`src/rtl/cfg_types_pkg.sv`:
```
// Shared type definitions for the accelerator/host RAM arbiter.
// Mode and access-owner encodings are visible to both RTL and testbench.
package cfg_types_pkg;

    typedef enum logic {
        ARB_HOST = 1'b0,
        ARB_ACC  = 1'b1
    } arb_state_t;

    typedef enum logic [1:0] {
        OWN_NONE = 2'd0,
        OWN_HOST = 2'd1,
        OWN_ACC  = 2'd2
    } owner_t;

    localparam int STALL_CNT_W = 16;

endpackage

```
`src/rtl/accel_mem_arbiter.sv`:
```
// Arbitrates RAM port a between the host bus and the accelerator. Grants are combinational.
// The response (rvalid/rdata) is steered one cycle later to the registered owner.
module accel_mem_arbiter
    import cfg_types_pkg::*;
#(
    parameter int MEM_ADDR_WIDTH = 10,
    parameter int MEM_DATA_WIDTH = 32,
    parameter int MAX_WAIT       = 8
) (
    input  logic                        clk,
    input  logic                        rst_n,
    input  logic                        accel_busy,

    input  logic                        host_req,
    input  logic [MEM_ADDR_WIDTH-1:0]   host_addr,
    input  logic                        host_we,
    input  logic [MEM_DATA_WIDTH/8-1:0] host_be,
    input  logic [MEM_DATA_WIDTH-1:0]   host_wdata,
    output logic                        host_gnt,
    output logic                        host_rvalid,
    output logic [MEM_DATA_WIDTH-1:0]   host_rdata,

    input  logic                        acc_req,
    input  logic [MEM_ADDR_WIDTH-1:0]   acc_addr,
    input  logic                        acc_we,
    input  logic [MEM_DATA_WIDTH/8-1:0] acc_be,
    input  logic [MEM_DATA_WIDTH-1:0]   acc_wdata,
    output logic                        acc_gnt,
    output logic                        acc_rvalid,
    output logic [MEM_DATA_WIDTH-1:0]   acc_rdata,

    output logic                        mem_en,
    output logic [MEM_ADDR_WIDTH-1:0]   mem_addr,
    output logic                        mem_we,
    output logic [MEM_DATA_WIDTH/8-1:0] mem_be,
    output logic [MEM_DATA_WIDTH-1:0]   mem_wdata,
    input  logic [MEM_DATA_WIDTH-1:0]   mem_rdata,

    output arb_state_t                  arb_state,
    output logic [STALL_CNT_W-1:0]      host_stall_cnt
);

    localparam int BE_W   = MEM_DATA_WIDTH / 8;
    localparam int WAIT_W = $clog2(MAX_WAIT + 1);
    localparam logic [WAIT_W-1:0] WAIT_LIMIT = WAIT_W'(MAX_WAIT);

    arb_state_t             state_q, state_d;
    owner_t                 owner_q, owner_d;
    logic [WAIT_W-1:0]      wait_cnt_q, wait_cnt_d;
    logic [STALL_CNT_W-1:0] stall_q, stall_d;
    logic                   host_win, acc_win;

    always_ff @(posedge clk or negedge rst_n) begin
        if (!rst_n) begin
            state_q    <= ARB_HOST;
            owner_q    <= OWN_NONE;
            wait_cnt_q <= '0;
            stall_q    <= '0;
        end else begin
            state_q    <= state_d;
            owner_q    <= owner_d;
            wait_cnt_q <= wait_cnt_d;
            stall_q    <= stall_d;
        end
    end

    always_comb begin
        state_d = state_q;
        case (state_q)
            ARB_HOST: if (accel_busy)  state_d = ARB_ACC;
            ARB_ACC:  if (!accel_busy) state_d = ARB_HOST;
            default:  state_d = ARB_HOST;
        endcase
    end

    // Grants are gated by rst_n so nothing reaches the RAM while reset is held.
    always_comb begin
        host_win = 1'b0;
        acc_win  = 1'b0;
        if (rst_n) begin
            if (host_req && acc_req) begin
                if (state_q == ARB_HOST || wait_cnt_q >= WAIT_LIMIT) host_win = 1'b1;
                else                                                 acc_win  = 1'b1;
            end else begin
                host_win = host_req;
                acc_win  = acc_req;
            end
        end
    end

    always_comb begin
        mem_en    = host_win | acc_win;
        mem_addr  = '0;
        mem_we    = 1'b0;
        mem_be    = '0;
        mem_wdata = '0;
        if (host_win) begin
            mem_addr  = host_addr;
            mem_we    = host_we;
            mem_be    = host_be;
            mem_wdata = host_wdata;
        end else if (acc_win) begin
            mem_addr  = acc_addr;
            mem_we    = acc_we;
            mem_be    = acc_be;
            mem_wdata = acc_wdata;
        end
    end

    always_comb begin
        owner_d    = host_win ? OWN_HOST : (acc_win ? OWN_ACC : OWN_NONE);
        wait_cnt_d = wait_cnt_q;
        stall_d    = stall_q;
        if (host_win) begin
            wait_cnt_d = '0;
        end else if (host_req) begin
            if (wait_cnt_q < WAIT_LIMIT) wait_cnt_d = wait_cnt_q + WAIT_W'(1);
            if (stall_q != '1)           stall_d    = stall_q + STALL_CNT_W'(1);
        end
    end

    assign host_gnt       = host_win;
    assign acc_gnt        = acc_win;
    assign host_rvalid    = (owner_q == OWN_HOST);
    assign acc_rvalid     = (owner_q == OWN_ACC);
    assign host_rdata     = host_rvalid ? mem_rdata : '0;
    assign acc_rdata      = acc_rvalid  ? mem_rdata : '0;
    assign arb_state      = state_q;
    assign host_stall_cnt = stall_q;

    logic unused_be;
    assign unused_be = ^{BE_W{1'b0}};

endmodule

```
`config.mk`:
```
export PLATFORM = sky130hd
export DESIGN_NAME = accel_mem_arbiter
export DESIGN_NICKNAME = d
export VERILOG_FILES = /design/src/rtl/cfg_types_pkg.sv /design/src/rtl/accel_mem_arbiter.sv
export SDC_FILE = /design/constraint.sdc
export NUM_CORES = 1
export LEC_CHECK = 0
export BUFFER_PORTS_ARGS = -buffer_cell sky130_fd_sc_hd__buf_2
export CAP_MARGIN = 20
export CELL_PAD_IN_SITES_DETAIL_PLACEMENT = 0
export CELL_PAD_IN_SITES_GLOBAL_PLACEMENT = 1
export CORE_MARGIN = 10
export CORE_UTILIZATION = 20
export CTS_CLUSTER_DIAMETER = 150
export CTS_CLUSTER_SIZE = 28
export DETAILED_ROUTE_END_ITERATION = 7
export PLACE_DENSITY = 0.82
export SYNTH_ARGS = -nofsm -noshare
export SYNTH_HDL_FRONTEND = slang
export SYNTH_SLANG_ARGS = --single-unit
```
`constraint.sdc`:
```
create_clock -name clk -period 2.05 [get_ports clk]
set_clock_uncertainty 0.2 [all_clocks]
set_input_delay 0.41 -clock clk [delete_from_list [all_inputs] [get_ports clk]]
set_output_delay 0.41 -clock clk [all_outputs]
set_load 0.01 [all_outputs]
```
* Word level (Yosys, flattened, before mapping)
Cells that the tools add are included.
** Word-level totals
- Flip-flop bits (word level) :: 23
- Input bits :: 131
- Output and inout bits :: 133
- Logic and storage cells :: 42
** Cells by class
- Add/sub/neg operators :: 2
- Order comparisons :: 2
- Equality and inequality tests :: 3
- Mux-type cells :: 22
- Bitwise logic cells :: 3
- Reduce and logical (&&, ||, !) cells :: 6
** Operators with widths (count)
- two-way mux 32 bit :: 4
- two-way mux 10 bit :: 2
- two-way mux 4 bit :: 5
- adder 16 x 1 -> 16 bit (second input constant) :: 1
- != test 16 bit (second input constant) :: 1
- two-way mux 1 bit :: 9
- adder 4 x 1 -> 4 bit (second input constant) :: 1
- >= comparator 4 bit (second input constant) :: 1
- less-than comparator 4 bit (second input constant) :: 1
- two-way mux 2 bit :: 2
- nonzero test 2 bit :: 2
- AND reduction 3 bit :: 1
- equality test 2 x 1 -> 1 bit (second input constant) :: 1
- equality test 2 bit (second input constant) :: 1
- NOT 1 bit :: 2
- AND reduction 2 bit :: 1
- logical AND 1 bit :: 1
- logical OR 1 bit :: 1
- OR 1 bit :: 1

* Depth between registers and ports, before layout
- Word-level depth :: 7
- Gate-level depth with buffers :: 6
- Gate-level depth less buffers :: 5

* Worst setup path after synthesis
OpenSTA, ideal clock, no wires.
- Path kind :: register to output
- From :: register wait_cnt_q[3]
- To :: output mem_wdata[18]
- Data arrival time :: 1.326 ns
- Data required time :: 1.440 ns
- Setup slack :: 0.114 ns
- Stages on the path, launching flop included :: 6
- Path buffers :: 2
- Path through :: dfrtp_1 > nand3b_4 > and3_1 > buf_2 > clkbuf_1 > a22o_1
** On the way
- Longest elaborated chain between the ends :: 7
- Elaborated cells on any way between the ends :: 10
- Classes of those cells :: 1 x order compare; 8 x mux; 1 x reduce/logical
** RTL lines
- start, declared :: RTL line accel_mem_arbiter.sv:49 : logic [WAIT_W-1:0] wait_cnt_q, wait_cnt_d;
- start signal, assigned :: RTL line accel_mem_arbiter.sv:62 : wait_cnt_q <= wait_cnt_d;
- >= comparator 4 bit (*) :: RTL line accel_mem_arbiter.sv:82 : if (state_q == ARB_HOST || wait_cnt_q >= WAIT_LIMIT) host_win = 1'b1;
- logical OR 1 bit (*) :: RTL line accel_mem_arbiter.sv:82
- two-way mux 1 bit :: RTL line accel_mem_arbiter.sv:82
- two-way mux 1 bit :: RTL line accel_mem_arbiter.sv:81 : if (host_req && acc_req) begin
- two-way mux 1 bit :: RTL line accel_mem_arbiter.sv:80 : if (rst_n) begin
- two-way mux 32 bit :: RTL line accel_mem_arbiter.sv:102 : end else if (acc_win) begin
- two-way mux 32 bit (*) :: RTL line accel_mem_arbiter.sv:97 : if (host_win) begin
- end, declared :: RTL line accel_mem_arbiter.sv:36 : output logic [MEM_DATA_WIDTH-1:0] mem_wdata,
Mark *: on every way between the ends. The rest lies on a longest branch, timed or not.

* Final worst setup path
- From :: register wait_cnt_q[3]
- To :: output mem_wdata[26]
The elaborated chain is that of the path after synthesis.

==> results by group <==
Timing
  – RSZ-0062 raised after global routing: true
  – Final hold slack: 48.9 ps
  – Final WS setup: -213 ps
  – Post-route setup TNS: -8480 ps
  – Pins Over Slew Limit: 0
  – Peak Freq: 442 MHz
  – Post-route minimum period: 2260 ps
  – Headroom to the max-slew limit: 73.0%
  – Final setup fails: 48
  – Fin. Hold Viols: 0
  – Worst-Margin Slew: 404 ps
  – Period utilisation layout: 110%

Pwr
  – Lkg Pwr: 2.29 nW
  – Peak supply drop: 0.306 mV
  – Total power draw: 1.90 mW
  – Pwr Density: 479 nW/um2

Floorplan
  – DIE WIDTH: 122 um
  – Row count: 37
  – Initial Util: 20.4%
  – Die height: 122 um
  – Core area: 10300 um2
  – Io pins: 264
  – DIE AREA: 15000 um2

Critical path
  – Required @ worst endpoint: 1440 ps
  – Delay-heaviest family, CP: flip-flops
  – Crit path cell chain: nand3b_4 > and3_4 > buf_12 > a22o_1 > buf_2
  – Crit Path Max Fanout: 24
  – Crit path buffers/inverters: 2
  – R2R depth: 7
  – Slowest stage delay, CP: 410 ps
  – Slowest CP cell: dfrtp_1
  – Critical Path AT: 1650 ps
  – Critical Path Sink Type: output pin
  – Setup CP Type: flip-flop to output pin
  – Reg-to-Reg End: host_stall_cnt[5]
  – Worst R2R Start: wait_cnt_q[3]
  – Worst Setup Start Kind: flip-flop
  – FF-to-FF setup slack: 60 ps

Outcome
  – Outcome: complete, but fails checks
  – Failing checks: setup timing

Detailed routing
  – Drt pass-1 iters: 4
  – Vias: 2904
  – ANT nets after route: 0
  – DRC: 0
  – DRT iter0 DRCs: 219
  – Drt via density: 4.50
  – Routed len/inst: 18.8 um
  – Post-Route WL: 12.1 mm

Finish
  – Final non-filler cell total: 645
  – Area Growth Syn to Fin: 89.2%
  – Share of layout cells above drive strength 1: 60.9%
  – Post-layout util: 38.6%
  – Fin area: 3960 um2
  – Antenna Cells: 0
  – NumNets Final: 644
  – Fillers: 1056

Run
  – MaxCap Viol Count: 0

Min path
  – Hold Path Class: input port to flip-flop
  – Hold depth: 1
  – Hold Path End: arb_state
  – Hold Crit Start: accel_busy

Place
  – I/O Buffers: 263
  – Setup WS pre-CTS: -37.8 ps
  – Post-DP Area: 3650 um2
  – DP HPWL: 9.69 mm
  – GP Congestion: 0.962
  – Placed Instances: 628

Logic synthesis
  – Synth Register Bits: 23
  – FFs w/ async S/R, synth: 100%
  – Syn Nets: 367
  – Post-synth EDFFs: 0
  – Most instantiated cells after synthesis: and2_1, a22o_1, dfrtp_1
  – Synth top area cells: dfrtp_1, a22o_1, and2_1
  – Top cell type by total area after synthesis: dfrtp_1
  – Syn Inst Count: 233
  – Mapped Avg Cell Area: 8.99 um2
  – Top_reg_cell synth: dfrtp_1
  – Cell area after synthesis: 2090 um2
  – Cell variety after synth: 32
  – Synth top area share: 27.5%
  – Synth Warn #: 0
  – Seq/Total Area, Yosys: 27.5%
  – Most common cell in the netlist: and2_1

Clock tree
  – Htree depth: 1
  – Root Driver: clkbuf_8
  – Clock tree buffer depth: 2
  – Clock Pin Slew Worst Setup and Hold Paths: 80 ps
  – CTS tree: yes
  – CTS buffer count: 3
  – Clock Latency Late Sink: 270 ps
  – CTS Sinks: 23

GRT
  – Total track usage: 13.5%
  – GRT overflow: 0
  – Vias in the first global route: 2879
  – First-pass GRT wire length: 16.5 mm
  – Initial antenna violation count: 0
  – Largest net degree at the start of global routing: 34
==> cells by family (layout without fill, tap and decap cells) <==
logic type      Yosys count  in the layout  share of synthesized area, %
flops                    23             23                          27.5
compound gates           56             56                          23.4
buf+inv                  24            300                          5.32
fa+ha+maj                 3              3                          1.79
simple gates            110            110                          34.8
xor+xnor                 16             16                          6.69
mux                       1              1                         0.538
==> layout by cell type (no fill, tap or decap), types with 2 or more instances in the layout <==
cell	netlist	routed
ha_1	3	3
a22o_1	47	47
nor4_4	1	4
buf_16	0	2
buf_6	1	9
a21oi_1	4	3
dfrtp_1	23	23
clkbuf_8	0	3
xor2_1	12	12
and2_1	64	64
and3_1	3	2
buf_12	0	2
nand3_1	5	5
and4_1	2	2
nor2_1	8	8
nor2b_1	3	2
nor4_2	5	2
xnor2_1	4	4
buf_2	8	258
nand2_1	6	6
buf_4	1	17
nand4_1	6	6
clkbuf_16	0	2
inv_1	5	5
==> worst max-delay path by stage <==
stage	from	to	slack, ps	cells past startpoint
finish	wait_cnt_q[3]	mem_wdata[26]	-210	5
global route	wait_cnt_q[3]	mem_addr[6]	-270	6
CTS	wait_cnt_q[3]	mem_wdata[26]	-210	5
detailed placement	acc_req	mem_wdata[26]	-40	6
global placement	acc_req	mem_wdata[26]	-6	6
floorplan	wait_cnt_q[3]	mem_wdata[18]	110	5
==> layer usage <==
layer	track usage, %	vias up	part of all wire (%)
met1	16.7	1321	37
met3	3.67	6	13
met5	0	-	0
met4	1.91	0	0.59
met2	23.3	188	50
li1	-	1389	-
==> layout make-up <==
type / instances / area [um2] / share of cell area, %
Inverter: 5 / 18.8 / 0.473
Sequential cell: 23 / 576 / 14.5
Clock buffer: 3 / 41.3 / 1.04
Tap cell: 136 / 170 / 4.29
Clock inverter: 1 / 5.00 / 0.126
Timing Repair Buffer: 291 / 1680 / 42.3
Multi-Input combinational cell: 186 / 1480 / 37.3
==> timing repair <==
action | CTS | global route
endpoints found under the hold margin | 10 | 0
resized for setup | 8 | 15
pin swaps | 1 | 5
setup endpoints to repair | 48 | 76
hold buffers | 1 | 0
setup buffers | 4 | 4
gates cloned | 3 | 3
==> where the power goes <==
part / internal (mW) / switching, mW / leakage [nW]
Combinational: 0.481 / 0.470 / 1.97
Sequential: 0.551 / 0.114 / 0.296
Clock: 0.136 / 0.147 / 0.0255
Total: 1.17 / 0.732 / 2.29
==> state kept, by name (all words and copies together), names as in the netlist <==
register,count
arb_state,1
owner_q,2
host_stall_cnt,16
wait_cnt_q,4
Power figures use the tool's default switching activity.
